$ cat config.mk
export PLATFORM = sky130hd
export DESIGN_NAME = seq_run_ctrl
export DESIGN_NICKNAME = d
export VERILOG_FILES = /design/src/rtl/seq_run_ctrl.sv
export SDC_FILE = /design/constraint.sdc
export NUM_CORES = 1
export LEC_CHECK = 0
export ABC_AREA = 1
export BUFFER_PORTS_ARGS = -buffer_cell sky130_fd_sc_hd__clkbuf_2
export CAP_MARGIN = 10
export CORE_UTILIZATION = 35
export DETAILED_ROUTE_END_ITERATION = 8
export SLEW_MARGIN = 20
export SYNTH_ARGS = -nofsm -noshare
export SYNTH_HDL_FRONTEND = slang
export SYNTH_SLANG_ARGS = --single-unit
$ cat constraint.sdc
create_clock -name clk -period 3.35 [get_ports clk]
set_clock_uncertainty 0.1 [all_clocks]
set_input_delay 0.1675 -clock clk [delete_from_list [all_inputs] [get_ports clk]]
set_output_delay 0.1675 -clock clk [all_outputs]
set_load 0.005 [all_outputs]
$ cat src/rtl/seq_run_ctrl.sv
// ---------------------------------------------------------------------------
// seq_run_ctrl
//
// Run controller for the five-step sequencer (FIRST..FIFTH). It starts a run
// of N passes, keeps the sequencer looping FIFTH->THIRD between passes, and
// supports single-step operation and abort.
//
// Ports:
//   clk, rst        system clock (rising edge), synchronous active-high reset
//   start           run request, sampled in IDLE only
//   loop_count      number of passes N, latched when a start is accepted
//   step_mode       1 = sequencer advances only on step pulses
//   step            single-cycle advance request (RUN with step_mode=1)
//   abort           terminate the current run immediately
//   seq_terminal    from sequencer, high while it sits in FIFTH
//   seq_pause       to sequencer, holds FIRST..FOURTH
//   seq_restart     to sequencer, forces FIRST next cycle
//   seq_goto_third  to sequencer, FIFTH exits to THIRD instead of FIRST
//   busy            high while a run is in progress
//   done            one-cycle pulse when all N passes are complete
//   aborted         one-cycle pulse after an accepted abort
//   pass_cnt        completed passes in the current or last run
//
// Handshake: start is a level request consumed in the one IDLE cycle it is
// seen; step is a single-cycle strobe; done/aborted are single-cycle strobes
// with no acknowledge. The FSM state is held in 'state' (enum state_t).
// ---------------------------------------------------------------------------
module seq_run_ctrl #(
    parameter int LOOP_W = 4
) (
    input  logic              clk,
    input  logic              rst,
    input  logic              start,
    input  logic [LOOP_W-1:0] loop_count,
    input  logic              step_mode,
    input  logic              step,
    input  logic              abort,
    input  logic              seq_terminal,
    output logic              seq_pause,
    output logic              seq_restart,
    output logic              seq_goto_third,
    output logic              busy,
    output logic              done,
    output logic              aborted,
    output logic [LOOP_W-1:0] pass_cnt
);

    typedef enum logic [1:0] {
        ST_IDLE = 2'd0,
        ST_RUN  = 2'd1,
        ST_DONE = 2'd2
    } state_t;

    state_t            state;
    logic [LOOP_W-1:0] n_reg;      // requested pass count of the active run
    logic [LOOP_W-1:0] pass_next;  // pass count after the current terminal
    logic              in_run;

    assign in_run    = (state == ST_RUN);
    assign pass_next = pass_cnt + LOOP_W'(1);

    // Sequencer controls are combinational so that abort and step act in
    // the same cycle they are presented.
    assign busy           = in_run;
    assign seq_restart    = !in_run || abort;
    assign seq_pause      = in_run && step_mode && !step;
    // Loop back to THIRD only if another pass remains after this terminal.
    // N never exceeds 2^LOOP_W-1, so pass_next cannot wrap within a run.
    assign seq_goto_third = in_run && seq_terminal && !abort && (pass_next < n_reg);

    always_ff @(posedge clk) begin
        if (rst) begin
            state    <= ST_IDLE;
            n_reg    <= '0;
            pass_cnt <= '0;
            done     <= 1'b0;
            aborted  <= 1'b0;
        end else begin
            done    <= 1'b0;
            aborted <= 1'b0;
            case (state)
                ST_IDLE: begin
                    // start together with abort is dropped entirely
                    if (start && !abort) begin
                        pass_cnt <= '0;
                        if (loop_count != '0) begin
                            n_reg <= loop_count;
                            state <= ST_RUN;
                        end else begin
                            // empty run: report completion without running
                            done <= 1'b1;
                        end
                    end
                end
                ST_RUN: begin
                    if (abort) begin
                        // terminal seen in the abort cycle is not counted
                        state   <= ST_IDLE;
                        aborted <= 1'b1;
                    end else if (seq_terminal) begin
                        pass_cnt <= pass_next;
                        if (pass_next == n_reg) begin
                            state <= ST_DONE;
                            done  <= 1'b1;
                        end
                    end
                end
                ST_DONE: begin
                    state <= ST_IDLE;
                end
                default: begin
                    state <= ST_IDLE;
                end
            endcase
        end
    end

endmodule

After elaboration in Yosys (flattened, before gate mapping)
Cells that the tools add are included.
{"block": "word_totals", "regBits": 12, "input_bits": 11, "out_inout_bits": 10, "elab_cells": 50}
{"block": "classes", "n_addsub": 1, "magnitude_cmp": 1, "n_eq_ne": 8, "mux": 17, "bitwise": 1, "reduce_logical": 17}
{"cell": "2-to-1 mux 4 bit", "n": 3}
{"cell": "2-to-1 mux 2 bit", "n": 5}
{"cell": "inequality test 2 bit, second input constant", "n": 4}
{"cell": "one-hot mux 4 bit (2 select lines)", "n": 1}
{"cell": "AND reduction 4 bit", "n": 2}
{"cell": "logical AND 1 bit", "n": 6}
{"cell": "2-to-1 mux 1 bit", "n": 6}
{"cell": "adder 4 x 1 -> 4 bit, second input constant", "n": 1}
{"cell": "equality test 4 bit", "n": 1}
{"cell": "< comparator 4 bit", "n": 1}
{"cell": "one-hot mux 2 bit (2 select lines)", "n": 1}
{"cell": "nonzero test 4 bit", "n": 1}
{"cell": "zero test 1 bit", "n": 3}
{"cell": "inequality test 3 x 2 -> 1 bit, second input constant", "n": 1}
{"cell": "inequality test 3 bit, second input constant", "n": 1}
{"cell": "AND reduction 3 bit", "n": 1}
{"cell": "equality test 2 x 1 -> 1 bit, second input constant", "n": 1}
{"cell": "zero test 2 bit", "n": 1}
{"cell": "one-hot mux 1 bit (2 select lines)", "n": 1}
{"cell": "nonzero test 2 bit", "n": 1}
{"cell": "OR reduction 2 bit", "n": 1}
{"cell": "logical OR 1 bit", "n": 1}
{"cell": "NOT 1 bit", "n": 1}

Depth between registers and ports, before layout
{"block": "logic_depth", "word_depth": 6, "ltp_mapped": 9, "depth_no_buf": 9}

Worst setup path before layout
No wires, ideal clock.
{"block": "synth_path", "kind": "flip-flop to flip-flop", "startpoint": "register pass_cnt[0]", "endpoint": "register done", "setup_ps": 70, "arrival_time_ps": 1619, "t_required_ps": 3180, "slack_ps": 1561, "path_stages_with_launch": 9, "synth_period_minus_slack_ps": 1789, "path_cell_list": "dfxtp_1 -> ha_1 -> or2_2 -> and2_1 -> ha_1 -> nand2_1 -> nor2_1 -> nand3_1 -> a21oi_1"}
{"block": "synth_between", "elab_chain_len": 6}
{"item": "start, declared", "line": "45", "text": "output logic [LOOP_W-1:0] pass_cnt"}
{"item": "start signal, assigned", "line": "101", "text": "pass_cnt <= pass_next;"}
{"item": "adder 4 x 1 -> 4 bit", "line": "60", "text": "assign pass_next = pass_cnt + LOOP_W'(1);"}
{"item": "equality test 4 bit", "line": "102", "text": "if (pass_next == n_reg) begin"}
{"item": "2-to-1 mux 1 bit", "line": "102"}
{"item": "2-to-1 mux 1 bit", "line": "100", "text": "end else if (seq_terminal) begin"}
{"item": "2-to-1 mux 1 bit", "line": "96", "text": "if (abort) begin"}
{"item": "one-hot mux 1 bit (2 select lines)", "line": "81", "text": "case (state)"}
{"item": "end signal, assigned", "line": "79", "text": "done <= 1'b0;"}
{"item": "end signal, assigned", "line": "91", "text": "done <= 1'b1;"}
{"item": "end signal, assigned", "line": "104", "text": "done <= 1'b1;"}
{"item": "end, declared", "line": "43", "text": "output logic done,"}
No other way between the ends.
A chain may end at the register's enable or synchronous reset.

Worst setup path in the final report
{"block": "layout_path", "startpoint": "register pass_cnt[0]", "endpoint": "output port seq_goto_third"}
{"block": "layout_between", "elab_chain_len": 3}
{"item": "adder 4 x 1 -> 4 bit", "line": "60"}
{"item": "< comparator 4 bit", "line": "69", "text": "assign seq_goto_third = in_run && seq_terminal && !abort && (pass_next < n_reg);"}
{"item": "logical AND 1 bit", "line": "69"}
{"item": "end, declared", "line": "41", "text": "output logic seq_goto_third,"}
No other way between the ends.

==> results.cfg <==
[timing]
rsz0062_at_grt = false
max_freq_mhz = 444.7
slew_headroom = 0.8203
report.final.slew_viol_count = 0
final.setup.worst_slack_ns = 1.101
hold_viol = 0
min_period_over_period = 0.6713
tns_ns = 0
fin_crit_ns = 2.249
final-setup-viol-count = 0
tightest_slew_ns = 0.2689

[pwr]
p_leak_nw = 0.4456
power_density_mw_per_mm2 = 364.3
ir_drop_mv = 0.2098

[clock_tree]
clock_latency_ns = 0.27
clk_pin_slew_ns = 0.08
cts_sinks = 12
htree_num_levels = 1
ctsHoldBuffers = 0
cts-resized-gates = 0
postCtsSetupRepairBufs = 0
cts_buffers = 3
cts_tree = done
clockBufferDepth = 2
clockRootBuffer = clkbuf_4

[cells_and_area]
mostFrequentLayoutCell = nand2_1
fin_cells = 154
layout_common_cells = nand2_1, clkbuf_2, nor2_1, inv_1, dfxtp_1
drive_gt1_frac = 0.2205
diodes = 0
regArea_um2 = 240.2
area_growth_pct = 21.74
multi_input_area_um2 = 430.4
final_nets = 145
fillerInstances = 214
final_area_um2 = 875.8

[detailed_routing]
routed_wl_mm = 1.484
routed-via-count = 734
wl_per_cell_um = 9.636
ant_nets = 0
drcViolationCount = 0
vias_per_cell = 4.766
drt-initial-drc-count = 12
drtPass1Iterations = 4

[floorplan]
die-area_mm2 = 0.002241
io_pins = 21
rows = 16
fp.dieW_um = 47.34
die-height_um = 47.34
initial_core_util = 0.3705
core_area_mm2 = 0.001942

[synthesis]
synth_area_um2 = 719.4
yosysSeqAreaShare = 0.3339
synth_cells = 104
yosys-mux-area-fraction = 0
synthAdderAreaFrac = 0.08696
yosysWarnings = 0
synth-xor-area-share = 0
synth_compound_area_frac = 0.07304
ys_seq_elements = 12
synthesis.nets = 120
synth_top_family_by_area = simple AND/OR/NAND/NOR gates
avgSynthCellArea_um2 = 6.918
synthDistinctLibCells = 17
synth-simple-area-share = 0.4383

[critical_path]
crit_fanout = 7
worstPathArrival_ns = 1.98
ff2ff_path_depth = 8
start_kind = flip-flop
crit_path_end_kind = primary output
critical_path_class = flip-flop to primary output
required_ns = 3.08

[job]
cap_violations = 0

[global_route]
overflow = 0
grt_first_pass_wirelength_mm = 2.435
grt_max_degree = 11
grt_antenna_before_repair = 0
grt.total_usage = 0.1572
grt_pass1_vias = 584

[placed_design]
dp_hpwl_mm = 1.186
routabilityCongestion = 0.8059
port-buffer-count = 20
placed_cell_area_um2 = 853.3
pre_cts_slack_ns = 1.397
dp_cells = 151

[worst_hold_path]
hp-class = input pin to flip-flop
worstHoldPathCells = 2

[status]
status = finished, final reports clean
[cell usage after synthesis]
cell / instances / area share
a21boi_0: 1 / 0.010
a21oi_1: 8 / 0.056
and2_1: 2 / 0.017
dfxtp_1: 12 / 0.33
ha_1: 5 / 0.087
inv_1: 12 / 0.063
inv_2: 1 / 0.0052
nand2_1: 23 / 0.12
nand3_1: 7 / 0.049
nand3_4: 1 / 0.024
nand3b_1: 7 / 0.073
nand4_1: 1 / 0.0087
nor2_1: 19 / 0.099
nor2_4: 2 / 0.031
nor3_1: 1 / 0.0069
o21ai_0: 1 / 0.0069
or2_2: 1 / 0.0087
[final timing paths]
check	to	slack (ns)	from
min	state[0]$_SDFFE_PP0P_	0.03	rst
max	seq_goto_third	1.10	pass_cnt[0]$_SDFFE_PP0P_
max reg2reg	done$_SDFF_PP0_	1.42	pass_cnt[0]$_SDFFE_PP0P_
min reg2reg	n_reg[1]$_SDFFE_PP0P_	0.38	n_reg[1]$_SDFFE_PP0P_
[cell type report]
class	count	share of cell area
clock buffers	3	0.02571
inverters	13	0.05571
multi-input cells	79	0.4914
flip-flops and latches	12	0.2743
well taps	27	0.03857
repair buffers	20	0.1143
[layer usage]
layer / wire, um / track usage / share of wire
met3: 47 / 0.05769 / 0.032
met1: 714 / 0.1936 / 0.48
met5: 0 / 0 / 0
met2: 708 / 0.2521 / 0.48
met4: 13 / 0.05143 / 0.0088
[worst max-delay path, cell delays in order, from the launching register on]
cell and delay, ns:
dfxtp_1 0.38, ha_1 0.23, or2_2 0.28, and2_1 0.15, ha_1 0.26, nand2_1 0.06, o21ai_0 0.18, nor2_1 0.06
clkbuf_2 0.11
[where the power goes]
part           internal (mW)  switching, mW
registers              0.151        0.00764
logic                 0.0316         0.0408
clock network         0.0415         0.0466
[kinds of logic after synthesis]
| group | count (synthesis) |
|---|---|
| AND/OR/NAND/NOR | 64 |
| buffers and inverters | 13 |
| adder cells (fa/ha/maj) | 5 |
| flip-flops | 12 |
| AO/OA/AOI/OAI | 10 |
[stage by stage]
step / hold WS, ns / utilization / total power [mW]
finish: 0.02835 / 0.4510 / 0.3190
global route: 0.04070 / 0.4510 / 0.3450
CTS: 0.01981 / 0.4510 / 0.3232
detailed placement: 0.3085 / 0.4394 / 0.2344
global placement: 0.3057 / 0.4394 / 0.2334
floorplan: 0.1366 / - / 0.2101
Note: power is estimated with default switching activity, not from simulation.
